<file path="src/rtl/shift_reg_pkg.sv">
// Shared operation encoding for the universal shift register and its helpers.
package shift_reg_pkg;

  localparam int unsigned MODE_W = 3;

  typedef enum logic [MODE_W-1:0] {
    MODE_HOLD  = 3'b000,
    MODE_SHL   = 3'b001,
    MODE_SHR   = 3'b010,
    MODE_ROL   = 3'b011,
    MODE_ROR   = 3'b100,
    MODE_LOAD  = 3'b101,
    MODE_RSV6  = 3'b110,
    MODE_RSV7  = 3'b111
  } mode_e;

  // True for every operation that advances the frame counter.
  function automatic logic is_shift_op(input mode_e m);
    return (m == MODE_SHL) || (m == MODE_SHR) || (m == MODE_ROL) || (m == MODE_ROR);
  endfunction

endpackage

</file>
<file path="src/rtl/shift_frame_counter.sv">
// Counts shift/rotate operations within a WIDTH-long frame and pulses frame_done on wrap.
module shift_frame_counter
  import shift_reg_pkg::*;
#(
  parameter int unsigned WIDTH = 8
) (
  input  logic                     clk,
  input  logic                     rst,
  input  logic                     inc,
  input  logic                     clr,
  output logic [$clog2(WIDTH)-1:0] count,
  output logic                     frame_done
);

  localparam int unsigned CNT_W = $clog2(WIDTH);
  localparam logic [CNT_W-1:0] LAST = CNT_W'(WIDTH - 1);

  // clr restarts the frame silently; only an increment out of LAST pulses frame_done.
  always_ff @(posedge clk) begin
    if (rst) begin
      count      <= '0;
      frame_done <= 1'b0;
    end else if (clr) begin
      count      <= '0;
      frame_done <= 1'b0;
    end else if (inc) begin
      if (count == LAST) begin
        count      <= '0;
        frame_done <= 1'b1;
      end else begin
        count      <= count + CNT_W'(1);
        frame_done <= 1'b0;
      end
    end else begin
      frame_done <= 1'b0;
    end
  end

endmodule

</file>
<file path="src/rtl/shift_register_universal.sv">
// Universal shift register: hold, shift left/right, rotate left/right and parallel load,
// with a per-frame operation counter.
module shift_register_universal
  import shift_reg_pkg::*;
#(
  parameter int unsigned WIDTH = 8
) (
  input  logic                     clk,
  input  logic                     rst,
  input  logic                     en,
  input  logic [MODE_W-1:0]        mode,
  input  logic                     serial_in,
  input  logic [WIDTH-1:0]         load_data,
  output logic [WIDTH-1:0]         q,
  output logic                     serial_out,
  output logic                     frame_done,
  output logic [$clog2(WIDTH)-1:0] shift_count
);

  mode_e            op;
  logic [WIDTH-1:0] q_nxt;
  logic             so_nxt;
  logic             inc;
  logic             clr;

  assign op = mode_e'(mode);

  // Next register/serial_out value; reserved and hold modes keep state.
  always_comb begin
    q_nxt  = q;
    so_nxt = serial_out;
    inc    = 1'b0;
    clr    = 1'b0;
    if (en) begin
      inc = is_shift_op(op);
      case (op)
        MODE_SHL: begin
          q_nxt  = {q[WIDTH-2:0], serial_in};
          so_nxt = q[WIDTH-1];
        end
        MODE_SHR: begin
          q_nxt  = {serial_in, q[WIDTH-1:1]};
          so_nxt = q[0];
        end
        MODE_ROL: begin
          q_nxt  = {q[WIDTH-2:0], q[WIDTH-1]};
          so_nxt = q[WIDTH-1];
        end
        MODE_ROR: begin
          q_nxt  = {q[0], q[WIDTH-1:1]};
          so_nxt = q[0];
        end
        MODE_LOAD: begin
          q_nxt = load_data;
          clr   = 1'b1;
        end
        default: begin
          q_nxt  = q;
          so_nxt = serial_out;
        end
      endcase
    end
  end

  always_ff @(posedge clk) begin
    if (rst) begin
      q          <= '0;
      serial_out <= 1'b0;
    end else begin
      q          <= q_nxt;
      serial_out <= so_nxt;
    end
  end

  shift_frame_counter #(
    .WIDTH(WIDTH)
  ) u_frame_counter (
    .clk        (clk),
    .rst        (rst),
    .inc        (inc),
    .clr        (clr),
    .count      (shift_count),
    .frame_done (frame_done)
  );

endmodule

</file>
<file path="config.mk">
export PLATFORM = sky130hd
export DESIGN_NAME = shift_register_universal
export DESIGN_NICKNAME = d
export VERILOG_FILES = /design/src/rtl/shift_reg_pkg.sv /design/src/rtl/shift_frame_counter.sv /design/src/rtl/shift_register_universal.sv
export SDC_FILE = /design/constraint.sdc
export NUM_CORES = 1
export LEC_CHECK = 0
export CAP_MARGIN = 20
export CORE_ASPECT_RATIO = 0.8
export CORE_UTILIZATION = 43
export DETAILED_ROUTE_END_ITERATION = 16
export GPL_ROUTABILITY_DRIVEN = 0
export PLACE_DENSITY = 0.77
export SLEW_MARGIN = 25
export SYNTH_ARGS = -nofsm -noshare
export SYNTH_HDL_FRONTEND = slang
export SYNTH_SLANG_ARGS = --single-unit
</file>
<file path="constraint.sdc">
create_clock -name clk -period 1.6 [get_ports clk]
set_input_delay 0.16 -clock clk [delete_from_list [all_inputs] [get_ports clk]]
set_output_delay 0.16 -clock clk [all_outputs]
set_load 0.005 [all_outputs]
</file>
==> results.md <==
- For the pin with the worst max-slew slack, the measured transition is 0.322 ns.
- During placement, the flow inserted port buffers numbering 27.
- The cell area power density is 678 mW/mm^2.
- In the global route stage, overall resource usage came out at 0.219.
- At the placement stage, the worst setup path has a slack of -0.122 ns.
- STA classifies the critical path endpoint as a register.
- The per-instance average area after synthesis is 9.07 sq um.
- The cell class contributing the biggest share of worst-path delay is buffers and inverters.
- The top fanout value on the critical path is 9.
- The number of instances in the placed design is 146.
- Data on the critical path is required at its endpoint by 1.82 ns.
- The biggest area contributor in the post-synthesis netlist is sky130_fd_sc_hd__dfxtp_1.
- The final layout contains 146 nets.
- In the synthesized netlist, the number of instances is 89.
- The number of maximum-capacitance violations is 0.
- The number of global-route vias before repair was 719.
- Of the total power, the share spent switching nets is 0.284.
- Yosys printed 0 warnings.
- In this run the power spent charging and discharging nets is 231 uW.
- The critical path in this run is classified as in -> reg.
- Dividing the detail-routed wire length by the instance count gives 13.9 um.
- In this run, the number of DRC markers left after iteration 0 of detailed routing was 35.
- The final clock skew is 0.00980 ns.
- Synthesis instantiated 34 different standard cells from the library.
- The final max-slew violation count was 0.
- The area of the die is 0.00206 sq mm.
- The layout cell share with drive strength beyond 1 is 0.172.
- The worst-skew pair later-pin latency is 0.28 ns.
- When the netlist entered floorplanning its net count stood at 106.
- The count of antenna-violating nets left after detailed routing is 0.
- The worst-case IR drop observed on VDD is 413 uV.
- The pin count of the biggest net entering global routing is 21.
- The deepest clock path buffer count is 2.
- The first detailed-routing pass took 4 iterations.
- The area share of the leading cell type in the synthesized netlist is 0.322.
- The share of the yosys chip area belonging to registers is 0.322.
- Traced cell by cell, the critical path runs through clkdlybuf4s50_1 -> or3_1 -> a31oi_4 -> a22o_1.
- After detailed placement, the total cell area comes to 0.00117 sq mm.
- The die is 50.4 um wide.
- The area added between synthesis and finish is 48.4%.
- The worst hold slack is 0.472 ns.
- The share of synthesized flip-flops with an asynchronous set or reset is 0.
- 0 antenna diodes ended up in the layout.
- After clock tree synthesis, the clock-pin slew on the worst setup and hold paths is 0.08 ns.
- Once layout is complete, the cells apart from fillers number 150.
- The core box area is 0.00169 sq mm.
- For the final routed database, the setup TNS stands at 0 ns.
- The share of power burned in combinational logic is 0.293.
- The register bit total from synthesis is 13.
- The final layout contains routed wiring with a total length of 2080 um.
- The run finished with clean final reports.
- The final instance area is 0.00120 sq mm.
- In this run, synthesis inferred 0 flip-flops with an integrated enable.
- Headroom to the max-slew limit came out at 0.783.
- The final critical-path setup slack is 0.150 ns.
- Setup violations remaining at the end of the flow were counted as 0.
- The remaining global-route overflow is 0.
- Buffers added to address setup during post-CTS repair amount to 0.
- The number of ports placed on the die boundary is 28.
- The sort of element at the start of the critical path is a primary input.
- The portion of the clock cycle consumed by the worst path in the final layout is 0.906.
- Counting I/O delays and the setup requirement, the final critical path takes 1.45 ns.
- Power comes to 812 uW.
- The count of fill cells added during filler insertion is 146.
- The initial standard-cell utilization of the core is 0.477.
- The synthesized cell area is 807 sq um.
- The internal power of the cells totals 581 uW.
- The buffer and inverter count on the worst path is 1.
- The fmax is 690 MHz.
- By count the netlist is led by sky130_fd_sc_hd__dfxtp_1 (13), sky130_fd_sc_hd__nor2_1 (9), sky130_fd_sc_hd__mux2i_1 (7).
- The largest stage delay on the critical path is 0.54 ns.
- The first global-routing pass estimated 3190 um of wire.
- The share of total power dissipated in sequential elements is 0.450.
- In this run the vertical extent of the chip is 40.8 um.
- STA puts the critical path data arrival time at 1.67 ns.
- In this run, post-CTS repair resized a total of 0 instances.
- The HPWL after detailed placement is 1580 um.
- The cell at the root of the clock tree is sky130_fd_sc_hd__clkbuf_4.
- The largest individual stage delay along the critical path comes from the cell sky130_fd_sc_hd__clkdlybuf4s50_1.
- Setup repair after global routing left no endpoint under its margin.
- The initial antenna violation count came to 0.
- The path category of the worst min-delay check is reg -> reg.
- Of the total power, the clock network draws 0.257.
- The number of H-tree branching levels is 1.
- The count of standard-cell rows is 13.
- The number of clock buffers added by TritonCTS is 3.
- The library cell with the highest instance count after synthesis is sky130_fd_sc_hd__dfxtp_1.
- The most used flip-flop cell after synthesis is sky130_fd_sc_hd__dfxtp_1.
- The routed via count divided by cell count is 5.63.
- The count of endpoints failing hold in the final timing report is 0.
- Measured on the finished design, the core utilization comes to 0.708.
- The tree built by TritonCTS fans out to 13 sinks.
- After detailed routing, the number of remaining DRC violations is 0.
- After clock tree synthesis, the flow added hold-fix buffers numbering 0.
- The TritonCTS clock tree is done.
- The number of vias in the routed layout is 844.
- In this run the static leakage power is 0.510 nW.
- After synthesis, the cell types taking the most area are sky130_fd_sc_hd__dfxtp_1 (32%), sky130_fd_sc_hd__mux2i_1 (8.7%), sky130_fd_sc_hd__a22o_1 (6.5%).
==> power by group through the flow <==
stage               Combinational, mW  Clock [mW]  Sequential [mW]
finish                          0.238       0.209            0.365
global route                    0.257       0.227            0.368
CTS                             0.237       0.215            0.365
detailed placement              0.236           0            0.373
global placement                0.233           0            0.371
floorplan                       0.117           0            0.370
==> cell type report <==
type / count / area [sq um] / area share
multi-input combinational: 66 / 489 / 0.409
inverter: 3 / 11.3 / 0.00940
clock buffer: 4 / 26.3 / 0.0219
sequential: 13 / 260 / 0.217
timing repair buffer: 42 / 383 / 0.320
tap: 22 / 27.5 / 0.0230
==> cells by family (layout without fill, tap and decap cells) <==
| group | after synthesis | count (layout) | synth area share |
|---|---|---|---|
| buffers and inverters | 10 | 49 | 0.0713 |
| DFF | 13 | 13 | 0.322 |
| adders and majority gates | 2 | 2 | 0.0310 |
| xor gates and xnor gates | 1 | 1 | 0.0109 |
| and+or+nand+nor | 24 | 24 | 0.160 |
| muxes | 7 | 7 | 0.0868 |
| AOI/OAI and AO/OA | 32 | 32 | 0.318 |
==> placed cells by master (no fill, tap or decap) <==
cell,count
sky130_fd_sc_hd__clkdlybuf4s50_1,27
sky130_fd_sc_hd__nor3_1,2
sky130_fd_sc_hd__a21bo_2,1
sky130_fd_sc_hd__nor3_2,1
sky130_fd_sc_hd__a311oi_1,1
sky130_fd_sc_hd__nand3_1,1
sky130_fd_sc_hd__buf_4,15
sky130_fd_sc_hd__mux2i_1,7
sky130_fd_sc_hd__xor2_1,1
sky130_fd_sc_hd__or3_1,1
sky130_fd_sc_hd__nor2b_1,2
sky130_fd_sc_hd__a31oi_1,1
sky130_fd_sc_hd__clkbuf_1,1
sky130_fd_sc_hd__a22oi_1,6
sky130_fd_sc_hd__nor3b_1,1
sky130_fd_sc_hd__inv_1,3
sky130_fd_sc_hd__a21o_1,1
sky130_fd_sc_hd__o21a_1,1
sky130_fd_sc_hd__o21bai_1,1
sky130_fd_sc_hd__nand4_1,3
sky130_fd_sc_hd__a21oi_1,4
sky130_fd_sc_hd__a31oi_4,1
sky130_fd_sc_hd__a221oi_1,1
sky130_fd_sc_hd__ha_1,2
sky130_fd_sc_hd__a22o_1,6
sky130_fd_sc_hd__o31ai_1,3
sky130_fd_sc_hd__nand2_1,2
sky130_fd_sc_hd__a31o_2,1
sky130_fd_sc_hd__and3b_1,2
sky130_fd_sc_hd__a221o_1,1
sky130_fd_sc_hd__o21ai_0,2
sky130_fd_sc_hd__nor2_1,9
sky130_fd_sc_hd__dfxtp_1,13
sky130_fd_sc_hd__a32o_1,1
sky130_fd_sc_hd__clkbuf_4,3
==> per-layer routing <==
layer  up-vias  global-route usage  share of wire  wire, um
li1        417                   -              -         -
met1       392               0.283           0.50      1040
met5         -                   0              0         0
met4         0              0.0903          0.015        31
met3         4              0.0778          0.055       115
met2        31               0.337           0.43       898
==> registers in the layout (all words and copies together), names as in the netlist <==
| name | cells |
|---|---|
| serial_out | 1 |
| u_frame_counter.count | 3 |
| q | 8 |
| u_frame_counter.frame_done | 1 |
==> path summary, 6_finish.rpt <==
kind / from / endpoint / slack (ns) / cells past startpoint
setup / recovery: mode[2] / q[1]$_SDFFE_PP0P_ / 0.15 / 4
hold / removal: serial_out$_SDFFE_PP0P_ / serial_out$_SDFFE_PP0P_ / 0.47 / 2
setup reg to reg: q[7]$_SDFFE_PP0P_ / q[0]$_SDFFE_PP0P_ / 0.46 / 3
hold reg to reg: serial_out$_SDFFE_PP0P_ / serial_out$_SDFFE_PP0P_ / 0.47 / 2
==> worst register-to-register path: cells and delay by family (launching register included) <==
kind | cells | cell delay, ns
AO/OA/AOI/OAI | 2 | 0.41
flip-flops | 1 | 0.43
AND/OR/NAND/NOR | 1 | 0.19
Power figures use the tool's default switching activity.
